`config.mk`:
```
export PLATFORM = sky130hd
export DESIGN_NAME = uart_cmd_framer
export DESIGN_NICKNAME = d
export VERILOG_FILES = /design/src/rtl/uart_frame_pkg.sv /design/src/rtl/resp_serializer.sv /design/src/rtl/uart_cmd_framer.sv
export SDC_FILE = /design/constraint.sdc
export NUM_CORES = 1
export LEC_CHECK = 0
export CORE_MARGIN = 5
export CORE_UTILIZATION = 47
export CTS_CLUSTER_DIAMETER = 60
export DETAILED_ROUTE_END_ITERATION = 10
export PLACE_DENSITY = 0.92
export SYNTH_ARGS = -nofsm -noshare
export SYNTH_HDL_FRONTEND = slang
export SYNTH_SLANG_ARGS = --single-unit
```
`constraint.sdc`:
```
create_clock -name clk -period 2.7 [get_ports clk]
set_input_delay 0.54 -clock clk [delete_from_list [all_inputs] [get_ports clk]]
set_output_delay 0.54 -clock clk [all_outputs]
set_load 0.01 [all_outputs]
```
`src/rtl/uart_frame_pkg.sv`:
```
// Shared types and checksum helper for the UART command framer.
// Build option UART_FRAME_CHKSUM_EN adds a trailing checksum byte on both paths.
package uart_frame_pkg;

   typedef enum logic {
      RX_IDLE,
      RX_COLLECT
   } rx_state_t;

   typedef enum logic [1:0] {
      TX_IDLE,
      TX_SEND,
      TX_WAIT
   } tx_state_t;

   localparam logic [7:0] CHK_INIT = 8'h00;

   function automatic logic [7:0] chk_add(input logic [7:0] acc, input logic [7:0] b);
      return acc + b;
   endfunction

endpackage

```
`src/rtl/resp_serializer.sv`:
```
// Response serializer: latches a RESP_BYTES word and sends it MSB byte first.
// With UART_FRAME_CHKSUM_EN a negated-sum checksum byte follows the last resp byte.
//
// state   | meaning
// TX_IDLE | waiting for trmt, resp_busy low
// TX_SEND | presenting current byte, uart_trmt high for this cycle
// TX_WAIT | waiting for uart_tx_done of the current byte
module resp_serializer
   import uart_frame_pkg::*;
#(
   parameter int RESP_BYTES = 1
) (
   input  logic                    clk,
   input  logic                    rst,
   input  logic [8*RESP_BYTES-1:0] resp,
   input  logic                    trmt,
   output logic [7:0]              uart_tx_data,
   output logic                    uart_trmt,
   input  logic                    uart_tx_done,
   output logic                    resp_busy,
   output logic                    resp_done
);

`ifdef UART_FRAME_CHKSUM_EN
   localparam int TX_BYTES = RESP_BYTES + 1;
`else
   localparam int TX_BYTES = RESP_BYTES;
`endif
   localparam int IDX_W = $clog2(TX_BYTES) + 1;
   localparam int TW    = 8*TX_BYTES;

   tx_state_t        state, state_nxt;
   logic [IDX_W-1:0] idx, idx_nxt;
   logic [TW-1:0]    tx_q, tx_load;
   logic             load, advance, done_nxt;

`ifdef UART_FRAME_CHKSUM_EN
   logic [7:0] resp_sum;

   always_comb begin
      resp_sum = CHK_INIT;
      for (int i = 0; i < RESP_BYTES; i++) begin
         resp_sum = chk_add(resp_sum, resp[8*i +: 8]);
      end
   end

   assign tx_load = {resp, ~resp_sum + 8'd1};
`else
   assign tx_load = resp;
`endif

   always_comb begin
      state_nxt = state;
      idx_nxt   = idx;
      load      = 1'b0;
      advance   = 1'b0;
      done_nxt  = 1'b0;
      case (state)
         TX_IDLE: begin
            if (trmt) begin
               load      = 1'b1;
               idx_nxt   = '0;
               state_nxt = TX_SEND;
            end
         end
         TX_SEND: state_nxt = TX_WAIT;
         TX_WAIT: begin
            if (uart_tx_done) begin
               if (idx == IDX_W'(TX_BYTES-1)) begin
                  done_nxt  = 1'b1;
                  state_nxt = TX_IDLE;
               end else begin
                  advance   = 1'b1;
                  idx_nxt   = idx + IDX_W'(1);
                  state_nxt = TX_SEND;
               end
            end
         end
         default: state_nxt = TX_IDLE;
      endcase
   end

   always_ff @(posedge clk or posedge rst) begin
      if (rst) begin
         state     <= TX_IDLE;
         idx       <= '0;
         tx_q      <= '0;
         resp_done <= 1'b0;
      end else begin
         state     <= state_nxt;
         idx       <= idx_nxt;
         resp_done <= done_nxt;
         if (load) begin
            tx_q <= tx_load;
         end else if (advance) begin
            tx_q <= tx_q << 8;
         end
      end
   end

   // the byte on air is always the top byte of the latched shift register
   assign uart_tx_data = tx_q[TW-1 -: 8];
   assign uart_trmt    = (state == TX_SEND);
   assign resp_busy    = (state != TX_IDLE);

endmodule

```
`src/rtl/uart_cmd_framer.sv`:
```
// Byte framer between UART and command processor: assembles commands, flags
// timeouts/overruns, serialises responses. UART_FRAME_CHKSUM_EN adds checksums.
//
// state      | meaning
// RX_IDLE    | no partial frame, next byte starts a command
// RX_COLLECT | partial frame held, timeout counter running
module uart_cmd_framer
   import uart_frame_pkg::*;
#(
   parameter int CMD_BYTES   = 2,
   parameter int RESP_BYTES  = 1,
   parameter int TIMEOUT_CYC = 0,
   parameter int TMO_W       = 24
) (
   input  logic                    clk,
   input  logic                    rst,
   input  logic [7:0]              rx_data,
   input  logic                    rx_rdy,
   output logic                    clr_rx_rdy,
   output logic [8*CMD_BYTES-1:0]  cmd,
   output logic                    cmd_rdy,
   input  logic                    clr_cmd_rdy,
   output logic                    overrun,
   output logic                    frame_err,
   input  logic [8*RESP_BYTES-1:0] resp,
   input  logic                    trmt,
   output logic [7:0]              uart_tx_data,
   output logic                    uart_trmt,
   input  logic                    uart_tx_done,
   output logic                    resp_busy,
   output logic                    resp_done
);

`ifdef UART_FRAME_CHKSUM_EN
   localparam int FRAME_BYTES = CMD_BYTES + 1;
`else
   localparam int FRAME_BYTES = CMD_BYTES;
`endif
   localparam int CNT_W = $clog2(FRAME_BYTES + 1);
   localparam int CW    = 8*CMD_BYTES;

   rx_state_t        rx_state, rx_state_nxt;
   logic [CNT_W-1:0] byte_cnt, byte_cnt_nxt;
   logic [TMO_W-1:0] tmo_cnt, tmo_cnt_nxt;
   logic [CW-1:0]    shift_q, shift_nxt, cmd_nxt;
   logic             fin, complete, chk_bad, tmo_hit;

   assign shift_nxt = (shift_q << 8) | CW'(rx_data);

   always_comb begin
      rx_state_nxt = rx_state;
      byte_cnt_nxt = byte_cnt;
      tmo_cnt_nxt  = tmo_cnt;
      clr_rx_rdy   = 1'b0;
      fin          = 1'b0;
      tmo_hit      = 1'b0;
      case (rx_state)
         RX_IDLE: begin
            if (rx_rdy) begin
               clr_rx_rdy  = 1'b1;
               tmo_cnt_nxt = '0;
               if (FRAME_BYTES == 1) begin
                  fin          = 1'b1;
                  byte_cnt_nxt = '0;
               end else begin
                  byte_cnt_nxt = CNT_W'(1);
                  rx_state_nxt = RX_COLLECT;
               end
            end
         end
         RX_COLLECT: begin
            if (rx_rdy) begin
               clr_rx_rdy  = 1'b1;
               tmo_cnt_nxt = '0;
               if (byte_cnt == CNT_W'(FRAME_BYTES-1)) begin
                  fin          = 1'b1;
                  byte_cnt_nxt = '0;
                  rx_state_nxt = RX_IDLE;
               end else begin
                  byte_cnt_nxt = byte_cnt + CNT_W'(1);
               end
            end else if (TIMEOUT_CYC != 0) begin
               if (tmo_cnt == TMO_W'(TIMEOUT_CYC)) begin
                  tmo_hit      = 1'b1;
                  byte_cnt_nxt = '0;
                  tmo_cnt_nxt  = '0;
                  rx_state_nxt = RX_IDLE;
               end else begin
                  tmo_cnt_nxt = tmo_cnt + TMO_W'(1);
               end
            end
         end
         default: rx_state_nxt = RX_IDLE;
      endcase
   end

`ifdef UART_FRAME_CHKSUM_EN
   logic [7:0] chk_q, chk_sum;

   assign chk_sum = chk_add((rx_state == RX_IDLE) ? CHK_INIT : chk_q, rx_data);

   always_ff @(posedge clk or posedge rst) begin
      if (rst) begin
         chk_q <= CHK_INIT;
      end else if (rx_rdy) begin
         chk_q <= chk_sum;
      end
   end

   // the checksum byte itself is never shifted into cmd
   assign complete = fin & (chk_sum == 8'h00);
   assign chk_bad  = fin & (chk_sum != 8'h00);
   assign cmd_nxt  = shift_q;
`else
   assign complete = fin;
   assign chk_bad  = 1'b0;
   assign cmd_nxt  = shift_nxt;
`endif

   always_ff @(posedge clk or posedge rst) begin
      if (rst) begin
         rx_state  <= RX_IDLE;
         byte_cnt  <= '0;
         tmo_cnt   <= '0;
         shift_q   <= '0;
         cmd       <= '0;
         cmd_rdy   <= 1'b0;
         overrun   <= 1'b0;
         frame_err <= 1'b0;
      end else begin
         rx_state  <= rx_state_nxt;
         byte_cnt  <= byte_cnt_nxt;
         tmo_cnt   <= tmo_cnt_nxt;
         overrun   <= complete & cmd_rdy & ~clr_cmd_rdy;
         frame_err <= tmo_hit | chk_bad;
         if (rx_rdy) begin
            shift_q <= shift_nxt;
         end
         if (complete) begin
            cmd     <= cmd_nxt;
            cmd_rdy <= 1'b1;
         end else if (clr_cmd_rdy) begin
            cmd_rdy <= 1'b0;
         end
      end
   end

   resp_serializer #(
      .RESP_BYTES(RESP_BYTES)
   ) u_resp_serializer (
      .clk          (clk),
      .rst          (rst),
      .resp         (resp),
      .trmt         (trmt),
      .uart_tx_data (uart_tx_data),
      .uart_trmt    (uart_trmt),
      .uart_tx_done (uart_tx_done),
      .resp_busy    (resp_busy),
      .resp_done    (resp_done)
   );

endmodule

```
==> metrics.cfg, run 1 <==
[critical_path]
critPathKind=input port to primary output
cp_top_family=buffers and inverters
path_cells=clkdlybuf4s50_1 -> clkdlybuf4s50_1
slowest_delay_ns=0.55
crit_arrival_ns=1.58
cp_slowest_cell=clkdlybuf4s50_1
required_ns=2.16
crit_top_cell=clkdlybuf4s50_1
cp-start-kind=input port
cp_max_fo=2
worstSetupEndpointType=primary output
path_buf_inv=2

[timing]
finalCritPeriodShare_pct=78.6
hold_viol=0
setup_slack_ns=0.578
slew_headroom_pct=66.5
rsz0062_at_grt=no
finalClockSkew_ns=0.00538
max_freq_ghz=0.471
final-setup-viol-count=0
final_max_slew_viol_count=0
fin_crit_ns=2.12
setup_tns_ns=0
whs_ns=0.518
worstMarginPinSlew_ns=0.502

[floorplan]
die_w_um=67.2
rows=20
die-area_um2=4510
core_um2=3100
io_pins=53
die_h_um=67.2
start_util_pct=49.5

[route]
drtPass1Iterations=2
vias=948
drtIter0Drc=32
vias_per_cell=4.81
wirelength_um=2970
routedWlPerCell_um=15.1
route.detailed.drc=0
detail-route-antenna-nets=0

[logic_synthesis]
yosysTopAreaCell=dfrtp_1
syn_avg_cell_area_um2=16.0
postSynth.asyncResetShare_pct=100
synthFlopType=dfrtp_1
synth_cells=96
syn-num-nets=118
ys_ff_latch=40
ys_seq_area_share_pct=65.1
synth_top_area_share_pct=65.1
synth-edff-count=0
synth_common_cells=dfrtp_1, mux2_2, mux2_4
synthesis.area_um2=1540
synth_most_common_cell=dfrtp_1
ys_top_cells_by_area=dfrtp_1, mux2_2, mux2_4
synthDistinctLibCells=19
yosysWarnings=0

[power]
p_per_area_nw_per_um2=1020
total_power_mw=2.21
p_leak_nw=0.939
max-vdd-ir-drop_uv=506

[clock_network]
cts_max_level=2
cts_root_buf=clkbuf_4
clk_pin_slew_ns=0.10
clock_latency_ns=0.34
cts_tree=done
cts-hold-fix-buffers=0
clockBufferDepth=2
cts_resized=0
postCtsSetupRepairBufs=0
cts_buffers=5
cts_num_sinks=40

[placement]
placed_area_um2=2110
dp.cells=190
place_hpwl_um=2370
post-place-ws_ns=0.570
place.gp.congestion=0.694
io_buffers=51

[global_routing]
grt_pass1_vias=1016
antenna_found_initial=0
overflow=0
grt_pass1_wl_um=4700
grt_max_degree=30
track_usage_pct=14.5

[layout]
n_fill_cell=246
seqCellArea_um2=1000
final_cell_count_no_fill=197
syn2layout_area_growth_pct=40.5
postLayoutCellArea_um2=2160
drive_above_1_share_pct=29.4
multi_input_area_um2=484
fin_util_pct=69.6
layout.nets=175
insertedDiodeCount=0

[outcome]
outcome=complete, no violations

[min_path]
hold_path_class=input port to async pin

[flow_run]
drv_cap=0

-- area by class of cell --
class / instances / share of cell area, %
clock inverter: 2 / 0.580
timing repair buffer: 56 / 26.0
sequential: 40 / 46.4
multi-input combinational: 48 / 22.4
tap: 44 / 2.55
inverter: 2 / 0.348
clock buffer: 5 / 1.74
-- state kept, by name (all words and copies together) (netlist names) --
name                            count
overrun                             1
cmd                                16
u_resp_serializer.state             2
cmd_rdy                             1
rx_state                            1
shift_q                             8
u_resp_serializer.resp_done         1
byte_cnt                            2
u_resp_serializer.uart_tx_data      8
-- where the power goes --
group | switching (mW) | total (mW) | internal (mW)
registers | 0.131 | 0.959 | 0.828
clock network | 0.176 | 0.271 | 0.0949
logic | 0.340 | 0.977 | 0.637
total | 0.647 | 2.21 | 1.56
-- placed cells by master, fill, tap and decap left out, drive strengths merged --
cell           instances
clkdlybuf4s50         51
dfrtp                 40
mux2                  32
clkbuf                 5
buf                    5
nand2b                 3
inv                    2
nor2                   2
o21a                   2
nor3b                  1
nand4b                 1
nand2                  1
nor2b                  1
o21bai                 1
a21boi                 1
or2                    1
nand3                  1
conb                   1
clkinvlp               1
clkinv                 1
-- per-layer routing --
layer  global-route usage (%)  share of wire, %  up-vias
li1                         -                 -      441
met1                     15.3                37      476
met2                     27.0                57       25
met3                     3.66               3.5        6
met4                     6.33               1.9        0
met5                        0                 0        -
-- logic make-up (layout without fill, tap and decap cells) --
| logic type | count (synthesis) | count (layout) | share of synthesized area [%] |
|---|---|---|---|
| flops | 40 | 40 | 65.1 |
| mux | 32 | 32 | 25.2 |
| simple gates | 11 | 11 | 4.15 |
| buf+inv | 8 | 65 | 3.34 |
| compound gates | 4 | 4 | 1.95 |
| other cells | 1 | 1 | 0.244 |
-- worst paths after layout --
kind                                                 start                                end  slack, ns  cells past startpoint
worst min register to register                      cmd[2]                             cmd[2]       0.52                      1
worst max-delay path                                rx_rdy                         clr_rx_rdy       0.58                      2
max in group asynchronous                              rst                             cmd[2]       1.67                      3
worst min-delay path                                   rst        u_resp_serializer.resp_done       0.52                      2
min in group clk                                    cmd[2]                             cmd[2]       0.52                      1
worst max register to register  u_resp_serializer.state[1]  u_resp_serializer.uart_tx_data[0]       1.40                      3
Power figures use the tool's default switching activity.
==> run 2, diff against run 1 <==
--- a/config.mk
+++ b/config.mk
@@ -6,10 +6,10 @@
 export NUM_CORES = 1
 export LEC_CHECK = 0
 export CORE_MARGIN = 5
-export CORE_UTILIZATION = 47
+export CORE_UTILIZATION = 44
 export CTS_CLUSTER_DIAMETER = 60
 export DETAILED_ROUTE_END_ITERATION = 10
-export PLACE_DENSITY = 0.92
+export PLACE_DENSITY = 0.87
 export SYNTH_ARGS = -nofsm -noshare
 export SYNTH_HDL_FRONTEND = slang
 export SYNTH_SLANG_ARGS = --single-unit
==> constraint.sdc (replaced) <==
create_clock -name clk -period 2 [get_ports clk]
set_input_delay 0.4 -clock clk [delete_from_list [all_inputs] [get_ports clk]]
set_output_delay 0.4 -clock clk [all_outputs]
set_load 0.01 [all_outputs]
==> run 2 against run 1 <==
Against the previous run:
- power increased by 37%
- critical path depth did not move
- clock skew down 0.0017 ns
- utilization decreased by 5.2 points
- via count increased by 0.42%
- critical endpoint is now resp_busy
- largest cell class unchanged
- largest power group is now registers
- highest routed layer unchanged
==> metrics.cfg, run 2 (synthesis gave the netlist of run 1 again) <==
[timing]
setup_tns_ns=0  ; unchanged
final-setup-viol-count=0  ; unchanged
finalCritPeriodShare_pct=96.5
fin_crit_ns=1.93
max_freq_ghz=0.518
finalClockSkew_ns=0.00371  ; -0.00168 ns
final_max_slew_viol_count=0  ; unchanged
rsz0062_at_grt=no
hold_viol=0  ; unchanged

[layout]
multi_input_area_um2=484  ; unchanged
drive_above_1_share_pct=29.4  ; unchanged
final_cell_count_no_fill=199  ; +1.0%
syn2layout_area_growth_pct=40.8
largest_reg_flops=16  ; unchanged
layout.nets=175  ; unchanged
n_fill_cell=281  ; +14%
seqCellArea_um2=1000  ; unchanged
layout_commonest_cell=clkdlybuf4s50_1
layout_common_cells=clkdlybuf4s50_1, dfrtp_1, mux2_2
insertedDiodeCount=0  ; unchanged
top_register=cmd

[floorplan]
io_pins=53  ; unchanged
die-area_um2=4770  ; +5.8%
core_um2=3360  ; +8.4%
die_h_um=69.1  ; +2.9%
rows=21  ; +5.0%
start_util_pct=45.7  ; -3.8 points
die_w_um=69.1  ; +2.9%

[critical_path]
r2r_start=u_resp_serializer.state[1]
critPathKind=flop to primary output
cp_max_fo=4  ; +2
worstSetupEndpointType=primary output
required_ns=1.60  ; -0.56 ns
startpoint=u_resp_serializer.state[1]
crit_arrival_ns=1.53  ; -0.05 ns
cp-start-kind=flop

[global_routing]
grt_pass1_vias=1096  ; +7.9%
grt_pass1_wl_um=5070  ; +7.9%
antenna_found_initial=0  ; unchanged
grt_max_degree=41  ; +37%
overflow=0  ; unchanged
track_usage_pct=13.4  ; -1.1 points

[placement]
place.gp.congestion=0.695  ; +0.26%
dp.cells=192  ; +1.1%
io_buffers=51  ; unchanged
place_hpwl_um=2240  ; -5.7%

[route]
routedWlPerCell_um=14.8  ; -1.9%
drtPass1Iterations=4  ; +2
wirelength_um=2940  ; -0.94%
drtIter0Drc=40  ; +25%
route.detailed.drc=0  ; unchanged
vias=952  ; +0.42%
detail-route-antenna-nets=0  ; unchanged
vias_per_cell=4.78  ; -0.59%

[min_path]
hold_path_class=input port to async pin

[clock_network]
cts_num_sinks=40  ; unchanged
postCtsSetupRepairBufs=0  ; unchanged
clk_pin_slew_ns=0.10  ; about the same
cts_buffers=5  ; unchanged
cts-hold-fix-buffers=0  ; unchanged
cts_resized=0  ; unchanged
cts_max_level=2  ; unchanged
cts_root_buf=clkbuf_4
cts_tree=done
clock_latency_ns=0.33  ; about the same
clockBufferDepth=2  ; unchanged

[flow_run]
drv_cap=0  ; unchanged

[power]
p_sw_mw=0.857  ; +32%
p_per_area_nw_per_um2=1400  ; +37%
pwr-share-clk_pct=14.2  ; +1.9 points
p_comb_share_pct=43.0  ; -1.3 points
p_leak_nw=0.945  ; +0.61%
max-vdd-ir-drop_uv=705  ; +39%
seqPwrFrac_pct=42.8  ; -0.7 points
sw_frac_of_total_pct=28.3  ; -1.1 points
intPower_mw=2.17  ; +39%

[outcome]
outcome=complete, no violations

## run 2: layout make-up
| cell class | instances | share of cell area [%] |
|---|---|---|
| clock buffers | 7 | 3.01 |
| inverters | 2 | 0.347 |
| multi-input cells | 48 | 22.4 |
| flip-flops and latches | 40 | 46.3 |
| well taps | 46 | 2.66 |
| repair buffers | 56 | 25.3 |
## run 2: path summary, 6_finish.rpt
| check | endpoint | slack, ns | cells past startpoint |
|---|---|---|---|
| min in group clk | cmd_rdy | 0.51 | 2 |
| hold reg to reg | cmd_rdy | 0.51 | 2 |
| setup reg to reg | u_resp_serializer.uart_tx_data[6] | 0.71 | 3 |
| hold / removal | u_resp_serializer.state[0] | 0.49 | 3 |
| setup / recovery | resp_busy | 0.07 | 2 |
| max in group asynchronous | u_resp_serializer.uart_tx_data[4] | 1.18 | 3 |
## run 2: power groups by stage
stage / registers, mW / clock network (mW) / logic (mW)
2_1_floorplan: 1.41 / 0 / 0.500
3_3_place_gp: 1.29 / 0 / 1.30
3_5_place_dp: 1.32 / 0 / 1.32
4_1_cts: 1.30 / 0.456 / 1.33
5_1_grt: 1.34 / 0.485 / 1.40
6_report: 1.30 / 0.431 / 1.30
## run 2: stage by stage
stage	utilization (%)	area (um2)	hold WS [ns]	setup WS, ns	power [mW]
2_1_floorplan	-	1540	0.477	0.682	1.91
3_3_place_gp	62.4	2100	0.485	0.154	2.58
3_5_place_dp	62.4	2100	0.488	0.144	2.64
4_1_cts	64.3	2160	0.486	0.0356	3.09
5_1_grt	64.3	2160	0.523	0.0189	3.23
6_report	64.3	2160	0.486	0.0699	3.03
## run 2: routing by layer
| metal | vias up | wire length [um] | global-route usage, % |
|---|---|---|---|
| met5 | - | 0 | 0 |
| met4 | 0 | 41 | 5.86 |
| met3 | 4 | 259 | 6.10 |
| met2 | 38 | 1460 | 22.2 |
| met1 | 472 | 1180 | 14.7 |
| li1 | 438 | - | - |
## run 2: critical path, stage by stage, from the launching register on
cell and delay [ns]:
dfrtp_1 0.42, or2_2 0.30, clkdlybuf4s50_1 0.48
==> run 3, diff against run 2 <==
--- a/config.mk
+++ b/config.mk
@@ -8,6 +8,7 @@
 export CORE_MARGIN = 5
 export CORE_UTILIZATION = 44
 export CTS_CLUSTER_DIAMETER = 60
+export CTS_CLUSTER_SIZE = 20
 export DETAILED_ROUTE_END_ITERATION = 10
 export PLACE_DENSITY = 0.87
 export SYNTH_ARGS = -nofsm -noshare
==> results of run 3 <==
No change in the layout: final DEF, timing and power equal those of run 2.
